File: config.mk
export PLATFORM = sky130hd
export DESIGN_NAME = attack_arbiter
export DESIGN_NICKNAME = d
export VERILOG_FILES = /design/src/rtl/fighter_pkg.sv /design/src/rtl/frame_timer.sv /design/src/rtl/attack_arbiter.sv
export SDC_FILE = /design/constraint.sdc
export NUM_CORES = 1
export LEC_CHECK = 0
export ABC_AREA = 1
export CAP_MARGIN = 20
export CELL_PAD_IN_SITES_DETAIL_PLACEMENT = 1
export CELL_PAD_IN_SITES_GLOBAL_PLACEMENT = 2
export CORE_MARGIN = 3
export CORE_UTILIZATION = 27
export CTS_CLUSTER_DIAMETER = 50
export DETAILED_ROUTE_END_ITERATION = 6
export GPL_TIMING_DRIVEN = 0
export PLACE_DENSITY_LB_ADDON = 0.15
export SLEW_MARGIN = 20
export SYNTH_ARGS = -nofsm -noshare
export SYNTH_HDL_FRONTEND = slang
export SYNTH_HIERARCHICAL = 1
export SYNTH_SLANG_ARGS = --single-unit
File: constraint.sdc
create_clock -name clk -period 1.66 [get_ports clk]
set_input_delay 0.332 -clock clk [delete_from_list [all_inputs] [get_ports clk]]
set_output_delay 0.332 -clock clk [all_outputs]
set_load 0.02 [all_outputs]
File: src/rtl/fighter_pkg.sv
// fighter_pkg: definitions shared by the attack arbiter RTL.
//   fight_state_e    : arbiter FSM states
//   START_VAL        : round-start health/shield value
//   STAT_MIN/MAX     : saturation limits of the 4-bit health/shield counters
//   FIN_*_BIT        : bit positions inside the 2-bit finish output
//   sat_dec/sat_inc  : saturating 4-bit step helpers
package fighter_pkg;

  typedef enum logic [1:0] {
    StIdle,
    StActive,
    StCooldown,
    StOver
  } fight_state_e;

  localparam logic [3:0] START_VAL = 4'd10;
  localparam logic [3:0] STAT_MIN  = 4'd0;
  localparam logic [3:0] STAT_MAX  = 4'd15;

  localparam int unsigned FIN_OVER_BIT    = 0;
  localparam int unsigned FIN_P1_LOST_BIT = 1;

  function automatic logic [3:0] sat_dec(input logic [3:0] v);
    return (v == STAT_MIN) ? STAT_MIN : v - 4'd1;
  endfunction

  function automatic logic [3:0] sat_inc(input logic [3:0] v);
    return (v == STAT_MAX) ? STAT_MAX : v + 4'd1;
  endfunction

endpackage

File: src/rtl/frame_timer.sv
// frame_timer: loadable down-counter stepped by frame_tick.
//   clk, rst_l : clock, asynchronous active-low reset
//   load       : load load_val (wins over counting)
//   load_val   : value to load
//   en         : counting enabled
//   tick       : one-cycle frame pulse
//   done       : combinational pulse on the tick that takes the count from 1 to 0
module frame_timer #(
  parameter int unsigned WIDTH = 5
) (
  input  logic             clk,
  input  logic             rst_l,
  input  logic             load,
  input  logic [WIDTH-1:0] load_val,
  input  logic             en,
  input  logic             tick,
  output logic             done
);

  logic [WIDTH-1:0] count_q;

  always_ff @(posedge clk or negedge rst_l) begin
    if (!rst_l) begin
      count_q <= '0;
    end else if (load) begin
      count_q <= load_val;
    end else if (en && tick && (count_q != '0)) begin
      count_q <= count_q - WIDTH'(1);
    end
  end

  assign done = en && tick && (count_q == WIDTH'(1));

endmodule

File: src/rtl/attack_arbiter.sv
// attack_arbiter: arbitrates attack requests of two fighters, times the attack and
// cooldown windows in video frames, applies hits to shield/health and detects game over.
// Optional feature: define SHIELD_REGEN_EN to regenerate shields of non-shielding
// players by one every REGEN_FRAMES frames (saturating, never while the game is over).
// Ports:
//   clk, rst_l                     : clock, asynchronous active-low reset
//   frame_tick                     : one-cycle pulse per video frame
//   p1/p2_attack_req               : attack requests (level)
//   p1/p2_shielding                : shield held
//   player_collision               : sprites overlap horizontally
//   p1_facing_p2, p2_facing_p1     : facing flags
//   restart                        : one-cycle new-round pulse
//   p1/p2_attack_grant             : attack active (registered, one-hot or zero)
//   p1/p2_health, p1/p2_shield     : registered 4-bit stats
//   finish                         : [0] game over, [1] p1 lost (registered)
module attack_arbiter #(
  parameter int unsigned ACTIVE_FRAMES   = 8,
  parameter int unsigned COOLDOWN_FRAMES = 16,
  parameter logic [3:0]  START_VAL       = fighter_pkg::START_VAL,
  parameter int unsigned REGEN_FRAMES    = 60
) (
  input  logic       clk,
  input  logic       rst_l,
  input  logic       frame_tick,
  input  logic       p1_attack_req,
  input  logic       p2_attack_req,
  input  logic       p1_shielding,
  input  logic       p2_shielding,
  input  logic       player_collision,
  input  logic       p1_facing_p2,
  input  logic       p2_facing_p1,
  input  logic       restart,
  output logic       p1_attack_grant,
  output logic       p2_attack_grant,
  output logic [3:0] p1_health,
  output logic [3:0] p2_health,
  output logic [3:0] p1_shield,
  output logic [3:0] p2_shield,
  output logic [1:0] finish
);

  import fighter_pkg::*;

  localparam int unsigned MAX_FRAMES =
      (ACTIVE_FRAMES > COOLDOWN_FRAMES) ? ACTIVE_FRAMES : COOLDOWN_FRAMES;
  localparam int unsigned TW = $clog2(MAX_FRAMES + 1);

  if (ACTIVE_FRAMES == 0 || COOLDOWN_FRAMES == 0 || REGEN_FRAMES == 0) begin : g_cfg_check
    $error("attack_arbiter: frame counts must be non-zero");
  end

  fight_state_e state_q, state_d;
  logic         p1_grant_q, p1_grant_d;
  logic         p2_grant_q, p2_grant_d;
  logic [3:0]   p1_health_q, p1_health_d;
  logic [3:0]   p2_health_q, p2_health_d;
  logic [3:0]   p1_shield_q, p1_shield_d;
  logic [3:0]   p2_shield_q, p2_shield_d;
  logic [1:0]   finish_q, finish_d;
  // Set when p1 won the last grant, so the next tie goes to p2.
  logic         prio_p2_q, prio_p2_d;

  logic          timer_load;
  logic [TW-1:0] timer_val;
  logic          timer_en;
  logic          timer_done;
  logic          pick_p1;
  logic          hit;

  // Restart also gates the timer so a coincident frame_tick is dropped.
  assign timer_en = ((state_q == StActive) || (state_q == StCooldown)) && !restart;

  frame_timer #(
    .WIDTH (TW)
  ) u_frame_timer (
    .clk      (clk),
    .rst_l    (rst_l),
    .load     (timer_load),
    .load_val (timer_val),
    .en       (timer_en),
    .tick     (frame_tick),
    .done     (timer_done)
  );

  assign pick_p1 = p1_attack_req && (!p2_attack_req || !prio_p2_q);
  // In ACTIVE exactly one grant register is set and names the attacker.
  assign hit     = player_collision && (p1_grant_q ? p1_facing_p2 : p2_facing_p1);

`ifdef SHIELD_REGEN_EN
  localparam int unsigned RW = (REGEN_FRAMES > 1) ? $clog2(REGEN_FRAMES) : 1;

  logic [RW-1:0] regen_cnt_q;
  logic          regen_run;
  logic          regen_step;

  assign regen_run  = frame_tick && !restart && (state_q != StOver);
  assign regen_step = regen_run && (regen_cnt_q == RW'(REGEN_FRAMES - 1));

  always_ff @(posedge clk or negedge rst_l) begin
    if (!rst_l) begin
      regen_cnt_q <= '0;
    end else if (restart) begin
      regen_cnt_q <= '0;
    end else if (regen_run) begin
      regen_cnt_q <= regen_step ? '0 : regen_cnt_q + RW'(1);
    end
  end
`endif

  always_comb begin
    state_d     = state_q;
    p1_grant_d  = p1_grant_q;
    p2_grant_d  = p2_grant_q;
    p1_health_d = p1_health_q;
    p2_health_d = p2_health_q;
    p1_shield_d = p1_shield_q;
    p2_shield_d = p2_shield_q;
    finish_d    = finish_q;
    prio_p2_d   = prio_p2_q;
    timer_load  = 1'b0;
    timer_val   = '0;

    if (restart) begin
      state_d     = StIdle;
      p1_grant_d  = 1'b0;
      p2_grant_d  = 1'b0;
      p1_health_d = START_VAL;
      p2_health_d = START_VAL;
      p1_shield_d = START_VAL;
      p2_shield_d = START_VAL;
      finish_d    = 2'b00;
      prio_p2_d   = 1'b0;
      timer_load  = 1'b1;
    end else if ((state_q != StOver) &&
                 ((p1_health_q == STAT_MIN) || (p2_health_q == STAT_MIN))) begin
      state_d                   = StOver;
      p1_grant_d                = 1'b0;
      p2_grant_d                = 1'b0;
      finish_d[FIN_OVER_BIT]    = 1'b1;
      finish_d[FIN_P1_LOST_BIT] = (p1_health_q == STAT_MIN);
    end else begin
      unique case (state_q)
        StIdle: begin
          if (p1_attack_req || p2_attack_req) begin
            state_d    = StActive;
            p1_grant_d = pick_p1;
            p2_grant_d = !pick_p1;
            prio_p2_d  = pick_p1;
            timer_load = 1'b1;
            timer_val  = TW'(ACTIVE_FRAMES);
          end
        end
        StActive: begin
          if (timer_done) begin
            state_d    = StCooldown;
            p1_grant_d = 1'b0;
            p2_grant_d = 1'b0;
            timer_load = 1'b1;
            timer_val  = TW'(COOLDOWN_FRAMES);
            if (hit) begin
              if (p1_grant_q) begin
                if (p2_shielding && (p2_shield_q != STAT_MIN)) begin
                  p2_shield_d = sat_dec(p2_shield_q);
                end else begin
                  p2_health_d = sat_dec(p2_health_q);
                end
              end else begin
                if (p1_shielding && (p1_shield_q != STAT_MIN)) begin
                  p1_shield_d = sat_dec(p1_shield_q);
                end else begin
                  p1_health_d = sat_dec(p1_health_q);
                end
              end
            end
          end
        end
        StCooldown: begin
          if (timer_done) begin
            state_d = StIdle;
          end
        end
        StOver: begin
        end
        default: begin
          state_d = StIdle;
        end
      endcase

`ifdef SHIELD_REGEN_EN
      // A shield just drained by a hit is not regenerated in the same cycle.
      if (regen_step) begin
        if (!p1_shielding && (p1_shield_d == p1_shield_q)) begin
          p1_shield_d = sat_inc(p1_shield_q);
        end
        if (!p2_shielding && (p2_shield_d == p2_shield_q)) begin
          p2_shield_d = sat_inc(p2_shield_q);
        end
      end
`endif
    end
  end

  always_ff @(posedge clk or negedge rst_l) begin
    if (!rst_l) begin
      state_q     <= StIdle;
      p1_grant_q  <= 1'b0;
      p2_grant_q  <= 1'b0;
      p1_health_q <= START_VAL;
      p2_health_q <= START_VAL;
      p1_shield_q <= START_VAL;
      p2_shield_q <= START_VAL;
      finish_q    <= 2'b00;
      prio_p2_q   <= 1'b0;
    end else begin
      state_q     <= state_d;
      p1_grant_q  <= p1_grant_d;
      p2_grant_q  <= p2_grant_d;
      p1_health_q <= p1_health_d;
      p2_health_q <= p2_health_d;
      p1_shield_q <= p1_shield_d;
      p2_shield_q <= p2_shield_d;
      finish_q    <= finish_d;
      prio_p2_q   <= prio_p2_d;
    end
  end

  assign p1_attack_grant = p1_grant_q;
  assign p2_attack_grant = p2_grant_q;
  assign p1_health       = p1_health_q;
  assign p2_health       = p2_health_q;
  assign p1_shield       = p1_shield_q;
  assign p2_shield       = p2_shield_q;
  assign finish          = finish_q;

endmodule

; ---- Yosys cells after proc, flatten, opt, wreduce, memory -nomap -nowiden
; Cells that the tools add are included.
[op_classes]
n_eq_ne = 11
add_sub_neg = 5
mul = 0
mux = 65
bitwise_logic = 0
div = 0
order_cmp = 0
shifts = 0
reduce_logical = 44
[ops]
columns = op, count
row1 = 2-to-1 mux 4 bit, 33
row2 = 2-to-1 mux 5 bit, 5
row3 = AND reduction 6 bit, 4
row4 = nonzero test 2 bit, 10
row5 = logical NOT 4 bit, 4
row6 = subtractor 4 x 1 -> 4 bit (second input constant), 4
row7 = 2-to-1 mux 1 bit, 15
row8 = 2-to-1 mux 2 bit, 7
row9 = nonzero test 4 bit, 3
row10 = inequality test 2 bit (second input constant), 5
row11 = one-hot mux 5 bit (2 select lines), 1
row12 = nonzero test 5 bit, 2
row13 = logical AND 1 bit, 9
row14 = inequality test 4 x 3 -> 1 bit (second input constant), 2
row15 = one-hot mux 1 bit (2 select lines), 3
row16 = one-hot mux 2 bit (3 select lines), 1
row17 = AND reduction 3 bit, 2
row18 = equality test 5 x 1 -> 1 bit (second input constant), 1
row19 = subtractor 5 x 1 -> 5 bit (second input constant), 1
row20 = logical NOT 1 bit, 4
row21 = logical OR 1 bit, 4
row22 = inequality test 4 bit (second input constant), 1
row23 = AND reduction 4 bit, 1
row24 = equality test 2 x 1 -> 1 bit (second input constant), 1
row25 = other kinds (2), 2
[totals]
latchBits = 0
mem_count = 0
in_bits = 11
register_bits = 28
ramBits = 0
rom_bits = 0
word_cells = 135

; ---- Logic depth before layout (Yosys ltp)
[logic_depth]
word_depth = 10
mapped_depth = 14
mapped_depth_nobuf = 14

; ---- By module
; Netlist, hierarchy kept.
[modules_own_cells]
columns = mod, seq_area_each_um2, area_per_inst_um2, cells_per_inst, instances
row1 = attack_arbiter, 585.6, 1537.7, 211, 1
row2 = frame_timer, 125.1, 360.3, 48, 1

; ---- Least setup slack after synthesis
; OpenSTA, ideal clock, no wires.
[synth_timing]
kind = register -> register
startpoint = register p1_health_q[3], in the netlist p1_health[3]
endpoint = register u_frame_timer.count_q[3]
arrival_ns = 1.662
path_slack_ns = -0.126
stages_incl_launch_ff = 14
t_required_ns = 1.536
setup_time_ns = 0.124
cell_sequence = dfstp_2 > nor2_1 > nand2_2 > nand2_4 > nand2_4 > inv_2 > o21ai_1 > o21bai_1 > buf_4 > inv_2 > nand2_1 > nor2_1 > nand2_1 > nand3_1
[synth_between]
elab_chain_len = 6
word_cells_on_any_way = 9
cone_classes = mux: 5 / reduce/logical: 4
[synth_rtl]
columns = item, line_no
row1 = from (decl), attack_arbiter.sv:55  ; logic [3:0] p1_health_q, p1_health_d;
row2 = from (signal assigned), attack_arbiter.sv:218  ; p1_health_q <= p1_health_d;
row3 = logical NOT 4 bit (*), attack_arbiter.sv:135  ; ((p1_health_q == STAT_MIN) || (p2_health_q == STAT_MIN))) begin
row4 = logical OR 1 bit (*), attack_arbiter.sv:135
row5 = logical AND 1 bit (*), attack_arbiter.sv:134  ; end else if ((state_q != StOver) &&
row6 = 2-to-1 mux 1 bit (*), attack_arbiter.sv:134
row7 = 2-to-1 mux 1 bit (*), attack_arbiter.sv:123  ; if (restart) begin
row8 = named net timer_load, attack_arbiter.sv:63  ; logic timer_load;
row9 = 2-to-1 mux 5 bit / nonzero test 2 bit (equally long branches), --
row10 = to (signal assigned), frame_timer.sv:26  ; count_q <= load_val;
row11 = to (signal assigned), frame_timer.sv:28  ; count_q <= count_q - WIDTH'(1);
row12 = to (decl), frame_timer.sv:20  ; logic [WIDTH-1:0] count_q;
; Mark *: on every way through the listed nets, which the timed path passes. The rest lies on a longest branch.
; A chain may end at the register's enable or synchronous reset.

; ---- Final worst setup path
[layout_timing]
startpoint = register state_q[0]
endpoint = register u_frame_timer.count_q[2]
[layout_between]
elab_chain_len = 10
word_cells_on_any_way = 19
cone_classes = eq/ne: 3 / mux: 8 / reduce/logical: 8
[layout_rtl]
columns = item, line_no
row1 = from (decl), attack_arbiter.sv:52  ; fight_state_e state_q, state_d;
row2 = from (signal assigned), attack_arbiter.sv:205  ; state_q <= StIdle;
row3 = from (signal assigned), attack_arbiter.sv:215  ; state_q <= state_d;
row4 = equality test 2 x 1 -> 1 bit / equality test 2 bit (equally long branches), attack_arbiter.sv:71  ; assign timer_en = ((state_q == StActive) || (state_q == StCooldown)) && !restart;
row5 = logical OR 1 bit (*), attack_arbiter.sv:71
row6 = logical AND 1 bit (*), attack_arbiter.sv:71
row7 = named net timer_en, attack_arbiter.sv:65  ; logic timer_en;
row8 = logical AND 1 bit (*) (2 in series), frame_timer.sv:32  ; assign done = en && tick && (count_q == WIDTH'(1));
row9 = named net timer_done, attack_arbiter.sv:66  ; logic timer_done;
row10 = 2-to-1 mux 1 bit (*), attack_arbiter.sv:154  ; if (timer_done) begin
row11 = one-hot mux 1 bit (2 select lines) (*), attack_arbiter.sv:142  ; unique case (state_q)
row12 = 2-to-1 mux 1 bit (*), attack_arbiter.sv:134
row13 = 2-to-1 mux 1 bit (*), attack_arbiter.sv:123
row14 = named net timer_load, attack_arbiter.sv:63
row15 = 2-to-1 mux 5 bit / nonzero test 2 bit (equally long branches), --
; Marked as above.

==> flow_metrics.env <==
export IMPL_numPortBuffers=30
export IMPL_drtIter0Drc=43
export IMPL_insertion_delay_ns=0.29
export IMPL_p_leak_nw=1.352
export IMPL_hp_class="primary input to async pin"
export IMPL_place_area_sq_um=2361
export IMPL_drc=0
export IMPL_start_util_pct=28.90
export IMPL_routedWlPerCell_um=13.34
export IMPL_netlist_area_sq_um=1898
export IMPL_vias=1898
export IMPL_seqCellArea_sq_um=715.7
export IMPL_gp_congestion=0.7611
export IMPL_rrSetupSlack_ns=-0.27
export IMPL_vdd_drop_max_uv=605.3
export IMPL_yosysMostFrequentCell="nand2_1"
export IMPL_tightest_slew_ns=0.6938
export IMPL_ys_warnings_count=6
export IMPL_end_kind="flip-flop"
export IMPL_async_flop_share_pct=100.0
export IMPL_synth_flop_cell="dfrtp_1"
export IMPL_grt_overflow_total=0
export IMPL_powerDensity_nw_per_um2=1899
export IMPL_final_util_pct=43.21
export IMPL_syn_inst=259
export IMPL_viasPerCell=4.563
export IMPL_clkSinkCount=28
export IMPL_synth_top_area_share_pct=26.37
export IMPL_clockBufferDepth=2
export IMPL_slew_headroom_pct=53.75
export IMPL_core_area_sq_um=6568
export IMPL_outcome="complete, but fails checks"
export IMPL_ys_seq_elements=28
export IMPL_crit_required_ns=1.84
export IMPL_p_comb_share_pct=62.7
export IMPL_rsz0062_at_grt="yes"
export IMPL_fp_dieH_um=89.85
export IMPL_num_nets_final=341
export IMPL_arrival_ns=2.11
export IMPL_post_synth_top_area_cell="dfrtp_1"
export IMPL_grt_max_degree=29
export IMPL_min_period_over_period_pct=116.1
export IMPL_pin_count=31
export IMPL_skew_ns=0.004543
export IMPL_worstPathMaxFanout=5
export IMPL_fmax_mhz=518.7
export IMPL_worstSetupPathType="flip-flop to flip-flop"
export IMPL_multi_input_area_sq_um=1279
export IMPL_setup_viol=25
export IMPL_synth_area_top_cells="dfrtp_1 (26%), nand2_1 (15%), dfstp_2 (11%), nand3_1 (6.9%), nor2_1 (4.5%)"
export IMPL_cp_start_kind="flip-flop"
export IMPL_ys_seq_area_share_pct=37.44
export IMPL_tritoncts="yes"
export IMPL_n_fill_cell=830
export IMPL_seq_power_share_pct=26.7
export IMPL_syn2layout_area_growth_pct=49.51
export IMPL_track_usage_pct=13.86
export IMPL_synth_avg_cell_area_sq_um=7.328
export IMPL_grt_pass1_vias=1864
export IMPL_hold_viol=0
export IMPL_antenna_found_initial=0
export IMPL_detail_route_antenna_nets=0
export IMPL_ys_types=34
export IMPL_layout_setup_ws_ns=-0.2681
export IMPL_synth_edf_count=0
export IMPL_n_antenna_cell=0
export IMPL_cap_violations=0
export IMPL_rows=29
export IMPL_violations="negative setup slack"
export IMPL_p_int_w=0.002800
export IMPL_cts_buffers=3
export IMPL_root_buffer="clkbuf_8"
export IMPL_die_w_um=89.85
export IMPL_drive_above_1_share_pct=39.94
export IMPL_switchingPower_w=0.002589
export IMPL_routed_wl_mm=5.551
export IMPL_firstDrtPassIters=4
export IMPL_p_total_w=0.005390
export IMPL_place_hpwl_mm=3.786
export IMPL_die_area_sq_um=8072
export IMPL_slew_violations=0
export IMPL_ys_top_cells_by_count="nand2_1 (74), nand3_1 (26), nor2_1 (23)"
export IMPL_grt_pass1_wl_mm=9.170
export IMPL_whs_ns=0.07684
export IMPL_path_clk_slew_ns=0.11
export IMPL_h_tree_depth=1
export IMPL_period_needed_ns=1.928
export IMPL_power_share_clock_pct=10.6
export IMPL_final_cell_area_sq_um=2838
export IMPL_p_sw_share_pct=48.04
==> flip-flops by register name (all words and copies together) (netlist names) <==
signal	flops
p2_attack_grant	1
p2_health	4
finish	2
p2_shield	4
p1_health	4
p1_attack_grant	1
u_frame_timer/count_q	5
state_q	2
prio_p2_q	1
p1_shield	4
==> path summary, 6_finish.rpt <==
kind,start,end,cells after the start
setup / recovery,state_q[0],u_frame_timer/count_q[2],13
hold / removal,rst_l,p1_health[0],1
setup reg to reg,state_q[0],u_frame_timer/count_q[2],13
hold reg to reg,p2_shield[3],p2_shield[3],2
max in group asynchronous,rst_l,p2_health[2],1
min in group clk,p2_shield[3],p2_shield[3],2
==> worst max-delay path, stage by stage (launching register included) <==
cell and delay (ns):
dfrtp_2 0.41, inv_2 0.06, ha_4 0.27, inv_2 0.03
nor2_2 0.06, nand2_1 0.07, nor2_2 0.13, nand2_1 0.10
o21bai_1 0.20, buf_4 0.20, buf_4 0.13, nor2_1 0.04
nand2_1 0.06, nand3_1 0.06
==> layer usage <==
layer	wire (um)	GRT usage, %
met1	2726	18.84
met2	2601	22.87
met3	146	2.337
met4	76	3.576
met5	0	0
==> cells by family (layout without fill, tap and decap cells) <==
logic type                 Yosys count  in the layout  synth area share, %
and+or+nand+nor                    154            154                39.29
AOI/OAI and AO/OA                   37             37                11.54
buffers and inverters               32             94                7.119
DFF                                 28             28                37.44
adders and majority gates            6              6                3.955
other                                1              3               0.1976
xor gates and xnor gates             1              1               0.4615
==> repair_timing <==
item / in CTS / in global routing
setup endpoints to repair: 41 / 27
cloned: 1 / 0
endpoints found under the hold margin: 0 / 0
pin swaps: 19 / 28
buffers inserted: 17 / 12
gates resized for setup: 43 / 37
hold buffers: 0 / 0
==> power groups by stage <==
stage	Clock, W	Combinational [W]	Sequential [W]
2_1_floorplan	0	0.00168	0.00166
3_3_place_gp	0	0.00279	0.00145
3_5_place_dp	0	0.00281	0.00146
4_1_cts	0.000593	0.00303	0.00143
5_1_grt	0.000625	0.00376	0.00150
6_report	0.000573	0.00338	0.00144
==> cell type report <==
class,count,share of cell area [%]
buffer,4,1.411
clock buffer,3,1.455
clock inverter,1,1.058
inverter,28,4.056
multi-input combinational,201,45.06
sequential,28,25.22
tap,93,4.101
timing repair buffer,58,17.64
==> through the flow <==
step | TNS [ns] | setup WS (ns) | std cells
detailed placement | -20.37 | -0.8760 | 384
finish | -3.222 | -0.2681 | 416
floorplan | -0.2251 | -0.09161 | 261
global placement | -29.02 | -0.9046 | 384
global route | -6.719 | -0.3788 | 416
CTS | -3.412 | -0.2511 | 406
==> placed cells by master, fill, tap and decap left out, drive strengths merged, types with 4 or more instances in the layout <==
cell	instances
inv	28
clkbuf	4
ha	6
buf	32
o21ai	23
nand3	31
nand4	5
nor2	29
dlygate4sd2	17
dfrtp	20
clkdlybuf4s50	10
dfstp	8
nand2	84
a21oi	6
or2	4
(Power assumes the default switching activity.)
